## src/rtl/y86_pkg.sv

```systemverilog
// -----------------------------------------------------------------------------
// y86_pkg
// Shared definitions for the Y86-64 pipeline control logic: instruction codes,
// the "no register" id, status codes and the control FSM state type.
// No ports (package).
// -----------------------------------------------------------------------------
package y86_pkg;

    // Instruction codes
    localparam logic [3:0] I_NOP    = 4'h1;
    localparam logic [3:0] I_MRMOVQ = 4'h5;
    localparam logic [3:0] I_OPQ    = 4'h6;
    localparam logic [3:0] I_JXX    = 4'h7;
    localparam logic [3:0] I_RET    = 4'h9;
    localparam logic [3:0] I_POPQ   = 4'hB;

    // Register id meaning "no register"
    localparam logic [3:0] RNONE    = 4'hF;

    // Status codes
    localparam logic [2:0] S_AOK    = 3'd1;
    localparam logic [2:0] S_HLT    = 3'd2;
    localparam logic [2:0] S_ADR    = 3'd3;
    localparam logic [2:0] S_INS    = 3'd4;

    // Control FSM states
    typedef enum logic [1:0] {
        FLUSH  = 2'd0,
        RUN    = 2'd1,
        HALTED = 2'd2
    } fsm_t;

    // True for instructions that write a register from memory in the M stage
    function automatic logic is_mem_load(input logic [3:0] icode);
        return (icode == I_MRMOVQ) || (icode == I_POPQ);
    endfunction

endpackage

```

## src/rtl/pipe_perf_cnt.sv

```systemverilog
// -----------------------------------------------------------------------------
// pipe_perf_cnt
// One saturating performance counter. Sticks at all-ones instead of wrapping.
// A clear (or reset) wins over a same-cycle increment.
// Ports:
//   clk    in   1      clock
//   reset  in   1      synchronous, active-high
//   inc    in   1      add one this edge (ignored when saturated)
//   clr    in   1      zero the counter this edge
//   cnt    out  CNT_W  current count (registered)
//   sat    out  1      counter is at all-ones
// -----------------------------------------------------------------------------
module pipe_perf_cnt #(
    parameter int CNT_W = 32
) (
    input  logic             clk,
    input  logic             reset,
    input  logic             inc,
    input  logic             clr,
    output logic [CNT_W-1:0] cnt,
    output logic             sat
);

    localparam logic [CNT_W-1:0] ONE = {{(CNT_W-1){1'b0}}, 1'b1};

    assign sat = &cnt;

    // Count register: clear has priority, increment stops at all-ones
    always_ff @(posedge clk) begin
        if (reset || clr) begin
            cnt <= '0;
        end else if (inc && !sat) begin
            cnt <= cnt + ONE;
        end else begin
            cnt <= cnt;
        end
    end

endmodule

```

## src/rtl/pipe_hazard_ctrl.sv

```systemverilog
// -----------------------------------------------------------------------------
// pipe_hazard_ctrl
// Pipeline control unit for the 5-stage Y86-64 core. Produces the stall/bubble
// controls for the F/D/E/M/W pipeline registers and the E-stage CC write
// enable, runs a FLUSH/RUN/HALTED state machine and keeps four saturating
// performance counters. Control outputs are combinational because the
// pipeline registers consume them in the same cycle.
// Ports:
//   clk, reset                  clock, synchronous active-high reset
//   D_icode, d_srcA, d_srcB     decode-stage icode and source registers
//   E_icode, E_dstM, e_Cnd      execute-stage icode, load destination, jXX cond
//   M_icode, m_stat             memory-stage icode and produced status
//   W_stat, W_icode             writeback-stage status and icode
//   clr_cnt                     synchronous clear of the perf counters
//   F_stall..W_stall, cc_en     pipeline register controls / CC enable
//   halted                      core stopped on a non-AOK writeback status
//   cyc_cnt, ret_cnt,
//   lu_cnt, mp_cnt              RUN cycles, retirements, load-use stalls,
//                               mispredicts
// -----------------------------------------------------------------------------
module pipe_hazard_ctrl
    import y86_pkg::*;
#(
    parameter int CNT_W = 32
) (
    input  logic             clk,
    input  logic             reset,
    input  logic [3:0]       D_icode,
    input  logic [3:0]       d_srcA,
    input  logic [3:0]       d_srcB,
    input  logic [3:0]       E_icode,
    input  logic [3:0]       E_dstM,
    input  logic             e_Cnd,
    input  logic [3:0]       M_icode,
    input  logic [2:0]       m_stat,
    input  logic [2:0]       W_stat,
    input  logic [3:0]       W_icode,
    input  logic             clr_cnt,
    output logic             F_stall,
    output logic             D_stall,
    output logic             D_bubble,
    output logic             E_bubble,
    output logic             M_bubble,
    output logic             W_stall,
    output logic             cc_en,
    output logic             halted,
    output logic [CNT_W-1:0] cyc_cnt,
    output logic [CNT_W-1:0] ret_cnt,
    output logic [CNT_W-1:0] lu_cnt,
    output logic [CNT_W-1:0] mp_cnt
);

    fsm_t state_r;
    fsm_t state_s;

    logic lu_s;
    logic mp_s;
    logic rt_s;
    logic exc_s;
    logic w_bad_s;
    logic run_s;

    logic cyc_sat_s;
    logic ret_sat_s;
    logic lu_sat_s;
    logic mp_sat_s;

    // Hazard terms decoded from the current pipeline register contents
    always_comb begin
        lu_s    = is_mem_load(E_icode) && (E_dstM != RNONE) &&
                  ((E_dstM == d_srcA) || (E_dstM == d_srcB));
        mp_s    = (E_icode == I_JXX) && !e_Cnd;
        rt_s    = (D_icode == I_RET) || (E_icode == I_RET) || (M_icode == I_RET);
        w_bad_s = (W_stat != S_AOK);
        exc_s   = (m_stat != S_AOK) || w_bad_s;
    end

    // Next-state logic: FLUSH lasts one cycle, HALTED is left only via reset
    always_comb begin
        state_s = state_r;
        case (state_r)
            FLUSH:   state_s = RUN;
            RUN:     state_s = w_bad_s ? HALTED : RUN;
            HALTED:  state_s = HALTED;
            default: state_s = FLUSH;
        endcase
    end

    // State register
    always_ff @(posedge clk) begin
        if (reset) begin
            state_r <= FLUSH;
        end else begin
            state_r <= state_s;
        end
    end

    // Pipeline controls; reset forces the flush pattern regardless of state
    always_comb begin
        F_stall  = 1'b1;
        D_stall  = 1'b0;
        D_bubble = 1'b1;
        E_bubble = 1'b1;
        M_bubble = 1'b1;
        W_stall  = 1'b0;
        cc_en    = 1'b0;
        if (reset) begin
            F_stall = 1'b1;
        end else begin
            case (state_r)
                FLUSH: begin
                    F_stall = 1'b1;
                end
                RUN: begin
                    // lu with rt: holding D already keeps the ret in place,
                    // so D must not also be bubbled
                    F_stall  = lu_s | rt_s;
                    D_stall  = lu_s;
                    D_bubble = mp_s | (rt_s & ~lu_s);
                    E_bubble = mp_s | lu_s;
                    M_bubble = exc_s;
                    W_stall  = w_bad_s;
                    cc_en    = ~exc_s;
                end
                HALTED: begin
                    D_stall  = 1'b1;
                    D_bubble = 1'b0;
                    W_stall  = 1'b1;
                end
                default: begin
                    F_stall = 1'b1;
                end
            endcase
        end
    end

    assign halted = (state_r == HALTED);
    assign run_s  = (state_r == RUN);

    pipe_perf_cnt #(.CNT_W(CNT_W)) u_cyc_cnt (
        .clk   (clk),
        .reset (reset),
        .inc   (run_s),
        .clr   (clr_cnt),
        .cnt   (cyc_cnt),
        .sat   (cyc_sat_s)
    );

    pipe_perf_cnt #(.CNT_W(CNT_W)) u_ret_cnt (
        .clk   (clk),
        .reset (reset),
        .inc   (run_s && !w_bad_s && (W_icode != I_NOP)),
        .clr   (clr_cnt),
        .cnt   (ret_cnt),
        .sat   (ret_sat_s)
    );

    pipe_perf_cnt #(.CNT_W(CNT_W)) u_lu_cnt (
        .clk   (clk),
        .reset (reset),
        .inc   (run_s && lu_s),
        .clr   (clr_cnt),
        .cnt   (lu_cnt),
        .sat   (lu_sat_s)
    );

    pipe_perf_cnt #(.CNT_W(CNT_W)) u_mp_cnt (
        .clk   (clk),
        .reset (reset),
        .inc   (run_s && mp_s),
        .clr   (clr_cnt),
        .cnt   (mp_cnt),
        .sat   (mp_sat_s)
    );

    // Saturation flags are informational only at this level
    logic unused_sat_s;
    assign unused_sat_s = cyc_sat_s ^ ret_sat_s ^ lu_sat_s ^ mp_sat_s;

endmodule

```

## config.mk

```make
export PLATFORM = sky130hd
export DESIGN_NAME = pipe_hazard_ctrl
export DESIGN_NICKNAME = d
export VERILOG_FILES = /design/src/rtl/y86_pkg.sv /design/src/rtl/pipe_perf_cnt.sv /design/src/rtl/pipe_hazard_ctrl.sv
export SDC_FILE = /design/constraint.sdc
export NUM_CORES = 1
export LEC_CHECK = 0
export CAP_MARGIN = 40
export CORE_ASPECT_RATIO = 1.5
export CORE_MARGIN = 2
export CORE_UTILIZATION = 49
export CTS_CLUSTER_DIAMETER = 200
export DETAILED_ROUTE_END_ITERATION = 6
export PLACE_DENSITY = 0.78
export SKIP_CTS_REPAIR_TIMING = 1
export SLEW_MARGIN = 20
export SYNTH_ARGS = -nofsm -noshare
export SYNTH_HDL_FRONTEND = slang
export SYNTH_SLANG_ARGS = --single-unit
```

## constraint.sdc

```tcl
create_clock -name clk -period 2.62 [get_ports clk]
set_input_delay 0.393 -clock clk [delete_from_list [all_inputs] [get_ports clk]]
set_output_delay 0.393 -clock clk [all_outputs]
set_load 0.02 [all_outputs]
```

==> results by group, run 1 <==
Clock network
  • Clock slew at reported path FFs: 0.06 ns
  • CTS tree: done
  • Worst skew pair latency: 0.42 ns
  • Clock Sinks: 130
  • Max Buffers Root-to-Sink: 2
  • Root Driver: clkbuf_16
  • Num CTS Buffers: 17
  • H-Tree Depth: 4

Logic synthesis
  • Simple-gate share of the synthesized area: 33.3%
  • Leading area contributor after synthesis: dfxtp_1
  • Xor/xnor cell area share of the yosys netlist: ~14%
  • Synth Area in Compound Gates: under 10%
  • Number of enable flip-flop cells after synthesis: 0
  • Synth Net Count: 820
  • Top cells by area, synth: dfxtp_1, xor2_1, nor2_1, xnor2_1, nand3_1
  • Sequential area share after synthesis: 40.6%
  • Syn Area/Cell: 8.28 sq um
  • Synthesized flop and latch total: 130
  • Post-Synth Adder-Cell Area: 1.56%
  • Post-synth top area share: 40.6%
  • Post-Synthesis Cells: around 770
  • Synth warnings: 0
  • Multiplexer area fraction after synthesis: 0.156%
  • Largest family of logic cells by synthesized area: simple AND/OR/NAND/NOR gates
  • Post-Synthesis Cell Area: 6410 sq um
  • Top FF cell, synth: dfxtp_1
  • Synth async-reset ratio: 0%
  • Distinct cells, synth: 53

Floorplan
  • # IOs: 174
  • DIE HEIGHT: 144 um
  • Initial core utilization: about half
  • Core area: 12900 sq um
  • Full die area: 14000 sq um
  • Die W: 97.4 um
  • Row count: 51

Finish
  • Share of cells above drive strength 1: between 9 and 10%
  • Final Util: a little under three quarters
  • Area Growth Syn to Fin: 43.4%
  • Fill count: roughly 1100
  • Final Cell Area: 9190 sq um
  • Final #Nets: between 1000 and 1500
  • Antenna cells: 0

Worst setup path
  • FF-to-FF path depth: 7
  • R2r setup slk: 0.17 ns
  • Worst setup SP type: input port
  • CP startpoint: E_icode[3]
  • Worst Path Max Fanout: 4
  • Critical path type: input port to output port
  • Crit end category: output port
  • WP data required: 2.23 ns
  • CP endpoint: D_bubble
  • Reg2reg end: u_lu_cnt.cnt[0]
  • Reg2reg start: u_lu_cnt.cnt[17]
  • Critical path arrival: about 2.1 ns

Route
  • DR WL/cell: roughly 15 um
  • Total wire length: 17.0 mm
  • Post-route DRC: 0
  • 1st-iter DRT viols: between 150 and 200
  • Final ANT Viol Nets: 0
  • Vias: 6336
  • First-pass detailed-route iteration total: 4
  • Vias per cell: roughly 5.5

Global routing
  • Total GRT Usage: 23.8%
  • Global route total overflow: 0
  • First-pass GRT wire length: ~28 mm
  • Initial antenna violation count: 0
  • Vias in the first global route: 5919
  • Largest net degree at the start of global routing: 47

Power and ir drop
  • Leak: 0.00311 uW
  • Worst vdd rail ir drop: about 410 uV
  • Pwr Total: between 4000 and 5000 uW
  • Pwr dens: 511 nW/um^2

STA
  • Fmax: 404 MHz
  • Worst setup margin: 0.147 ns
  • Final hold slack: 0.505 ns
  • Slew HR: 54.8%
  • Final Hold Viols: 0
  • Slew Limit Fails: 0
  • Crit path time final: 2.47 ns
  • Endpoints failing setup: 0
  • Period utilisation layout: a little over nine tenths
  • Worst Skew: approximately 0.013 ns
  • RSZ-0062 raised after global routing: false
  • Worst-margin pin slew: 0.669 ns

Run status
  • Status: finished clean

Place
  • Routability cong.: ~0.80
  • I/O Buffers: approximately 170
  • Setup slack at placement: -0.443 ns
  • Placed cell areas: 8560 sq um
  • Hpwl dp: between 10 and 15 mm

Flow run
  • Max cap viols: 0

Worst hold path
  • WHS Path Cells: 2
  • Hold crit path type: register to register
## registers in the layout, indices dropped and copies added, names as in the netlist
signal         flops
u_ret_cnt.cnt     32
state_r            2
u_mp_cnt.cnt      32
u_cyc_cnt.cnt     32
u_lu_cnt.cnt      32
## cell usage after synthesis, types with 17 or more instances
| cell type | instances |
|---|---|
| inv_1 | 17 |
| dfxtp_1 | 130 |
| o21ai_0 | 22 |
| or3_1 | 21 |
| a21oi_1 | 27 |
| nor3_1 | 27 |
| and4_1 | 17 |
| nand2_1 | 60 |
| xor2_1 | 61 |
| and3_1 | 17 |
| xnor2_1 | 40 |
| clkbuf_1 | 23 |
| nor2_1 | 122 |
| nand3_1 | 55 |
| nand4_1 | 41 |
## per-stage QoR
step / cells / TNS, ns
5_1_grt: 1153 / 0
3_3_place_gp: 1120 / -0.823
4_1_cts: 1153 / -1.10
6_report: 1153 / 0
3_5_place_dp: 1121 / -1.15
2_1_floorplan: 774 / 0
## worst min path at each step
stage	endpoint	from
detailed placement	u_ret_cnt.cnt[15]	u_ret_cnt.cnt[15]
finish	u_ret_cnt.cnt[15]	u_ret_cnt.cnt[15]
global placement	u_ret_cnt.cnt[15]	u_ret_cnt.cnt[15]
floorplan	u_mp_cnt.cnt[23]	u_mp_cnt.cnt[23]
CTS	u_ret_cnt.cnt[15]	u_ret_cnt.cnt[15]
global route	u_ret_cnt.cnt[15]	u_ret_cnt.cnt[15]
## placed cells by master (no fill, tap or decap), types with 8 or more instances in the layout
master           instances
clkdlybuf4s50_1        166
a21oi_1                 26
and4_1                  17
buf_4                   38
o21ai_0                 22
xor2_1                  61
inv_1                   17
clkbuf_16               17
o211ai_1                 8
dfxtp_1                130
nand3_1                 55
xnor2_1                 40
and3_1                  17
nor3_1                  26
nand2_1                 60
or3_1                   21
ha_1                     8
nand4_1                 41
nor4_1                   8
nor2_1                 121
## layout make-up
class	instances	area, sq um	area share, %
clock buffers	18	429	4.67
well taps	159	199	2.16
inverters	17	63.8	0.694
flip-flops and latches	130	2600	28.3
clock inverters	14	180	1.96
repair buffers	213	2050	22.3
multi-input cells	602	3670	39.9
## power breakdown
group / total (uW) / internal [uW] / switching, uW
sequential: 1990 / 1980 / 6.94
combinational: 254 / 122 / 132
clock: 2450 / 1510 / 942
total: 4700 / 3610 / 1080
## routing by layer
metal / wire (um) / global-route usage (%)
met5: 0 / 0
met4: 258 / 8.85
met3: 1040 / 6.28
met2: 8580 / 42.6
met1: 7110 / 27.2
## kinds of logic after synthesis
family	after synthesis
compound gates	81
xor+xnor	101
fa+ha+maj	8
buf+inv	42
flops	130
mux	1
simple gates	411
## critical path: stages
cell	delay (ns)
clkdlybuf4s50_1	0.50
nor4bb_2	0.42
nor3_1	0.16
o2111a_1	0.26
a31oi_1	0.13
clkbuf_2	0.22
Note: power is estimated with default switching activity, not from simulation.
==> run 2: changes to the inputs <==
Settings changed: ABC_AREA set to 1, CORE_UTILIZATION 49 to 53, MAX_ROUTING_LAYER set to met4, PLACE_DENSITY 0.78 to 0.79.
==> results by group, run 2 <==
Logic synthesis
  • Distinct cells, synth: 40 (was 53)
  • Synth async-reset ratio: 0% (unchanged)
  • Syn Area/Cell: 6.01 sq um (was 8.28 sq um)
  • Synthesized flop and latch total: 130 (unchanged)
  • Post-synth top area share: 30.6% (was 40.6%)
  • Top-count cell post-synth: nand2_1 (was dfxtp_1)
  • Sequential area share after synthesis: 30.6% (was 40.6%)
  • Post-Synthesis Cell Area: 8500 sq um (was 6410 sq um)
  • Commonest cells in the netlist: nand2_1, nor2_1, dfxtp_1, inv_1, a21oi_1 (was dfxtp_1, nor2_1, xor2_1, nand2_1, nand3_1)
  • Synth Net Count: 1461 (was 820)
  • Number of enable flip-flop cells after synthesis: 0 (unchanged)
  • Leading area contributor after synthesis: dfxtp_1 (unchanged)
  • Synth warnings: 0 (unchanged)
  • Post-Synthesis Cells: 1415 (was 774)
  • Top cells by area, synth: dfxtp_1, nand2_1, nor2_1, inv_1, a21oi_1 (was dfxtp_1, xor2_1, nor2_1, xnor2_1, nand3_1)
  • Top FF cell, synth: dfxtp_1 (unchanged)

Place
  • Placed cell count: 1781 (was 1121)
  • I/O Buffers: 173 (unchanged)
  • Hpwl dp: 18.4 mm (was 12.4 mm)
  • Routability cong.: 0.981 (was 0.803)

Floorplan
  • Full die area: 17100 sq um (was 14000 sq um)
  • # IOs: 174 (unchanged)
  • Core area: 15700 sq um (was 12900 sq um)
  • Row count: 56 (was 51)
  • DIE HEIGHT: 159 um (was 144 um)
  • Die W: 107 um (was 97.4 um)
  • Initial core utilization: 54.2% (was 49.7%)

STA
  • Slew Limit Fails: 0 (unchanged)
  • Crit path time final: 2.51 ns (was 2.47 ns)
  • Final Hold Viols: 0 (unchanged)
  • Slew HR: 60.1% (was 54.8%)
  • Worst Skew: 0.00594 ns (was 0.0132 ns)
  • Total negative slack: 0 ns (unchanged)
  • Worst-margin pin slew: 0.594 ns (was 0.669 ns)
  • RSZ-0062 raised after global routing: false (unchanged)
  • Final hold slack: 0.500 ns (was 0.505 ns)
  • Period utilisation layout: 95.8% (was 94.4%)
  • Endpoints failing setup: 0 (unchanged)
  • Fmax: 398 MHz (was 404 MHz)

Finish
  • Fill count: 1430 (was 1069)
  • Antenna cells: 0 (unchanged)
  • Share of cells above drive strength 1: 6.96% (was 9.26%)
  • Most frequent cells in the layout: nand2_1, nor2_1, clkdlybuf4s50_1, dfxtp_1, inv_1 (was clkdlybuf4s50_1, dfxtp_1, nor2_1, xor2_1, nand2_1)
  • Final #Nets: 1643 (was 1027)
  • Commonest non-fill, non-tap cell in the layout: nand2_1 (was clkdlybuf4s50_1)
  • Final non-filler cell total: 1812 (was 1153)
  • Area Growth Syn to Fin: 31.3% (was 43.4%)

Clock network
  • CTS tree: done (unchanged)
  • Worst skew pair latency: 0.42 ns (about the same)
  • Max Buffers Root-to-Sink: 2 (unchanged)
  • Clock Sinks: 130 (unchanged)
  • Root Driver: clkbuf_16 (unchanged)
  • Num CTS Buffers: 17 (unchanged)
  • H-Tree Depth: 4 (unchanged)
  • Clock slew at reported path FFs: 0.05 ns (was 0.06 ns)

Global routing
  • First-pass GRT wire length: 40.8 mm (was 27.7 mm)
  • Vias in the first global route: 8949 (was 5919)
  • Total GRT Usage: 29.8% (was 23.8%)
  • Largest net degree at the start of global routing: 50 (was 47)
  • Global route total overflow: 0 (unchanged)
  • Initial antenna violation count: 0 (unchanged)

Route
  • First-pass detailed-route iteration total: 5 (was 4)
  • Total wire length: 24.6 mm (was 17.0 mm)
  • Vias: 9400 (was 6336)
  • Post-route DRC: 0 (unchanged)
  • 1st-iter DRT viols: 469 (was 181)
  • Vias per cell: 5.19 (was 5.50)
  • Final ANT Viol Nets: 0 (unchanged)
  • DR WL/cell: 13.6 um (was 14.7 um)

Power and ir drop
  • Worst vdd rail ir drop: 383 uV (was 408 uV)
  • Pwr Total: 5120 uW (was 4700 uW)
  • Pwr dens: 459 nW/um^2 (was 511 nW/um^2)
  • Leak: 0.00407 uW (was 0.00311 uW)

Worst setup path
  • Crit end category: output port (unchanged)
  • Largest stage delay on the critical path: 0.62 ns (was 0.50 ns)
  • Worst Path Max Fanout: 8 (was 4)
  • Critical path arrival: 2.12 ns (was 2.08 ns)
  • Slowest-stage cell, CP: clkdlybuf4s50_1 (unchanged)
  • Worst setup SP type: register (was input port)
  • R2r setup slk: 0.39 ns (was 0.17 ns)
  • WP data required: 2.23 ns (about the same)
  • Critical path type: register to output port (was input port to output port)
  • Crit-path cells: inv_1 -> ha_1 -> buf_4 -> nand2_1 -> inv_1 -> nand4_1 -> clkdlybuf4s50_1 (was clkdlybuf4s50_1 -> nor4bb_2 -> nor3_1 -> o2111a_1 -> a31oi_1 -> clkbuf_2)
  • CP dominant cell by count: inv_1

Flow run
  • Max cap viols: 0 (unchanged)

Worst hold path
  • Hold crit path type: register to register (unchanged)

Run status
  • Status: finished clean (unchanged)
==> run 2: changes by cell type in the layout (fill, tap and decap cells not counted), sizes merged, moves of 10 or more <==
cell / delta
nand2: +496
a21oi: +59
and4: -17
inv: +105
and3: -12
buf: -18
nand4: -18
o21ai: -10
nor2: +141
xor2: -25
xnor2: -18
or3: -22
nand3b: +12
==> run 2: final timing paths <==
path	cells past startpoint	startpoint	endpoint
setup / recovery	7	state_r[1]	M_bubble
hold / removal	2	u_mp_cnt.cnt[1]	u_mp_cnt.cnt[1]
setup reg to reg	12	u_mp_cnt.cnt[0]	u_mp_cnt.cnt[0]
hold reg to reg	2	u_mp_cnt.cnt[1]	u_mp_cnt.cnt[1]
==> run 2: worst max-delay path: cells and delay by family (launching register included) <==
family | cells | cell delay [ns]
buffers and inverters | 4 | 0.93
DFF | 1 | 0.35
adders and majority gates | 1 | 0.21
and+or+nand+nor | 2 | 0.20
==> run 2: report_power, final <==
group	switching, uW	internal, uW	leakage [uW]
sequential	6.63	1980	0.00105
combinational	209	138	0.00269
clock	901	1880	0.000328
total	1120	4000	0.00407
==> run 2: cell families after synthesis <==
| logic type | Yosys count | share of synthesized area, % |
|---|---|---|
| XOR/XNOR | 58 | 5.97 |
| AND/OR/NAND/NOR | 957 | 47.2 |
| flip-flops | 130 | 30.6 |
| AO/OA/AOI/OAI | 106 | 7.05 |
| adder cells (fa/ha/maj) | 8 | 1.18 |
| buffers and inverters | 156 | 7.98 |
==> run 2: through the flow <==
stage / area (sq um) / setup slack, ns / util (%)
after global routing: 11200 / 0.0240 / 71.1
final: 11200 / 0.109 / 71.1
after floorplan: 8500 / 0.487 / -
after CTS: 11100 / -0.208 / 71.0
after detailed placement: 10500 / -0.117 / 66.7
after global placement: 10500 / -0.129 / 66.7
==> run 2: per-layer routing <==
layer | global-route usage (%) | vias up | part of all wire, %
met1 | 32.1 | 4262 | 40
met2 | 53.3 | 283 | 52
met3 | 5.08 | 64 | 4.6
li1 | - | 4791 | -
met5 | - | - | 0
met4 | 12.2 | 0 | 3.3
==> run 2: cell type report <==
class,count,area [sq um],area share (%)
inverter,124,468,4.19
clock buffer,22,484,4.34
multi-input combinational,1129,5230,46.8
timing repair buffer,195,1920,17.2
clock inverter,9,200,1.79
tap,203,254,2.28
sequential,130,2600,23.3
==> run 3: changes to the inputs <==
Settings changed: CORE_MARGIN 2 to 3, CTS_CLUSTER_SIZE set to 24.
==> results by group, run 3 (same netlist as run 2, synthesis figures left out) <==
STA
  • Final Hold Viols: 0 (unchanged)
  • Fmax: 405 MHz (was 398 MHz)
  • Endpoints failing setup: 0 (unchanged)
  • Final hold slack: 0.507 ns (was 0.500 ns)
  • Crit path time final: 2.47 ns (was 2.51 ns)
  • Worst Skew: 0.00851 ns (was 0.00594 ns)
  • Slew Limit Fails: 0 (unchanged)
  • Slew HR: 59.3% (was 60.1%)
  • Worst-margin pin slew: 0.606 ns (was 0.594 ns)
  • Period utilisation layout: 94.2% (was 95.8%)
  • RSZ-0062 raised after global routing: false (unchanged)

Finish
  • Final #Nets: 1643 (unchanged)
  • FF/Latch Area: 2600 sq um (unchanged)
  • Commonest non-fill, non-tap cell in the layout: nand2_1 (unchanged)
  • Fill count: 1441 (was 1430)
  • Most frequent cells in the layout: nand2_1, nor2_1, clkdlybuf4s50_1, dfxtp_1, inv_1 (unchanged)
  • Final non-filler cell total: 1809 (was 1812)
  • Area Growth Syn to Fin: 29.4% (was 31.3%)
  • Share of cells above drive strength 1: 6.72% (was 6.96%)
  • Multi-input logic area: 5230 sq um (about the same)
  • Antenna cells: 0 (unchanged)

Global routing
  • Initial antenna violation count: 0 (unchanged)
  • Largest net degree at the start of global routing: 46 (was 50)
  • Vias in the first global route: 8715 (was 8949)
  • Global route total overflow: 0 (unchanged)
  • Total GRT Usage: 28.4% (was 29.8%)
  • First-pass GRT wire length: 39.7 mm (was 40.8 mm)

Route
  • First-pass detailed-route iteration total: 5 (unchanged)
  • Vias per cell: 5.12 (was 5.19)
  • DR WL/cell: 13.3 um (was 13.6 um)
  • Vias: 9263 (was 9400)
  • Final ANT Viol Nets: 0 (unchanged)
  • Post-route DRC: 0 (unchanged)
  • Total wire length: 24.0 mm (was 24.6 mm)
  • 1st-iter DRT viols: 424 (was 469)

Floorplan
  • Row count: 56 (unchanged)
  • Core area: 15700 sq um (unchanged)
  • Full die area: 17600 sq um (was 17100 sq um)
  • # IOs: 174 (unchanged)
  • Die W: 109 um (was 107 um)
  • DIE HEIGHT: 161 um (was 159 um)
  • Initial core utilization: 54.2% (unchanged)

Worst setup path
  • Critical path arrival: 2.07 ns (was 2.12 ns)
  • Reg2reg start: u_mp_cnt.cnt[0] (unchanged)
  • R2r setup slk: 0.43 ns (was 0.39 ns)
  • Worst Path Max Fanout: 4 (was 8)
  • FF-to-FF path depth: 12 (unchanged)
  • Crit end category: output port (unchanged)
  • WP data required: 2.23 ns (about the same)
  • Worst setup SP type: input port (was register)
  • Reg2reg end: u_mp_cnt.cnt[9] (was u_mp_cnt.cnt[0])
  • Critical path type: input port to output port (was register to output port)

Place
  • Hpwl dp: 18.5 mm (was 18.4 mm)
  • I/O Buffers: 173 (unchanged)
  • Routability cong.: 0.989 (was 0.981)
  • Placed cell count: 1781 (unchanged)

Clock network
  • Root Driver: clkbuf_16 (unchanged)
  • Clock slew at reported path FFs: 0.05 ns (about the same)
  • CTS tree: done (unchanged)
  • Max Buffers Root-to-Sink: 2 (unchanged)
  • H-Tree Depth: 4 (unchanged)
  • Num CTS Buffers: 17 (unchanged)
  • Clock Sinks: 130 (unchanged)
  • Worst skew pair latency: 0.42 ns (about the same)

Worst hold path
  • Hold crit path type: register to register (unchanged)
  • Hold Path Origin: u_mp_cnt.cnt[1] (unchanged)
  • Min-Delay Endpoint: u_mp_cnt.cnt[1] (unchanged)
  • WHS Path Cells: 2 (unchanged)

Power and ir drop
  • Pwr dens: 411 nW/um^2 (was 459 nW/um^2)
  • Pwr Total: 4520 uW (was 5120 uW)
  • Leak: 0.00399 uW (was 0.00407 uW)
  • Worst vdd rail ir drop: 356 uV (was 383 uV)

Run status
  • Status: finished clean (unchanged)

Flow run
  • Max cap viols: 0 (unchanged)
## run 3: cell count changes in the layout (fill, tap and decap cells not counted)
cell | previous run | this run
clkbuf_1 | 1 | 3
bufinv_16 | 6 | 1
clkbuf_8 | 4 | 2
ha_2 | 0 | 1
ha_1 | 8 | 7
clkinv_2 | 1 | 3
## run 3: per-layer routing
layer  GRT usage, %  wire, um  vias to the layer above
met5              -         0                        -
met4           12.3       878                        0
met3           5.44      1170                       78
met2           48.8     12400                      258
met1           31.6      9600                     4149
li1               -         -                     4778
## run 3: cell type report
type                            count  area share, %
Multi-Input combinational cell   1129           47.5
Sequential cell                   130           23.6
Timing Repair Buffer              195           17.5
Inverter                          124           4.25
Clock buffer                       22           4.22
Tap cell                          203           2.31
Clock inverter                      6          0.546
## run 3: worst max-delay path by stage
stage	cells after the start	endpoint	slack (ns)	from
after floorplan	6	D_stall	0.49	E_icode[2]
after global placement	11	D_stall	-0.16	E_dstM[1]
after detailed placement	11	D_stall	-0.20	E_dstM[1]
after CTS	11	D_stall	-0.23	E_dstM[2]
after global routing	11	D_stall	0.03	E_dstM[0]
final	11	D_stall	0.15	E_dstM[3]
## run 3: critical path, stage by stage
cell and delay (ns):
clkdlybuf4s50_1 0.54, inv_1 0.07, nand2_1 0.06, nand2_1 0.04
nor2_1 0.09, nand2_1 0.07, nand2_2 0.08, nand3_2 0.09
a211oi_1 0.26, buf_4 0.16, dlymetal6s2s_1 0.21
## run 3: where the power goes
| part | total [uW] | switching [uW] | internal [uW] |
|---|---|---|---|
| Clock | 2190 | 859 | 1330 |
| Sequential | 1990 | 6.50 | 1980 |
| Combinational | 342 | 206 | 136 |
| Total | 4520 | 1070 | 3450 |
## run 3: through the flow
step | utilization (%) | worst slack (ns) | TNS (ns) | area, sq um
3_5_place_dp | 66.7 | -0.202 | -0.478 | 10500
2_1_floorplan | - | 0.487 | 0 | 8500
6_report | 70.1 | 0.152 | 0 | 11000
5_1_grt | 70.1 | 0.0266 | 0 | 11000
4_1_cts | 70.0 | -0.227 | -0.598 | 11000
3_3_place_gp | 66.7 | -0.157 | -0.395 | 10500
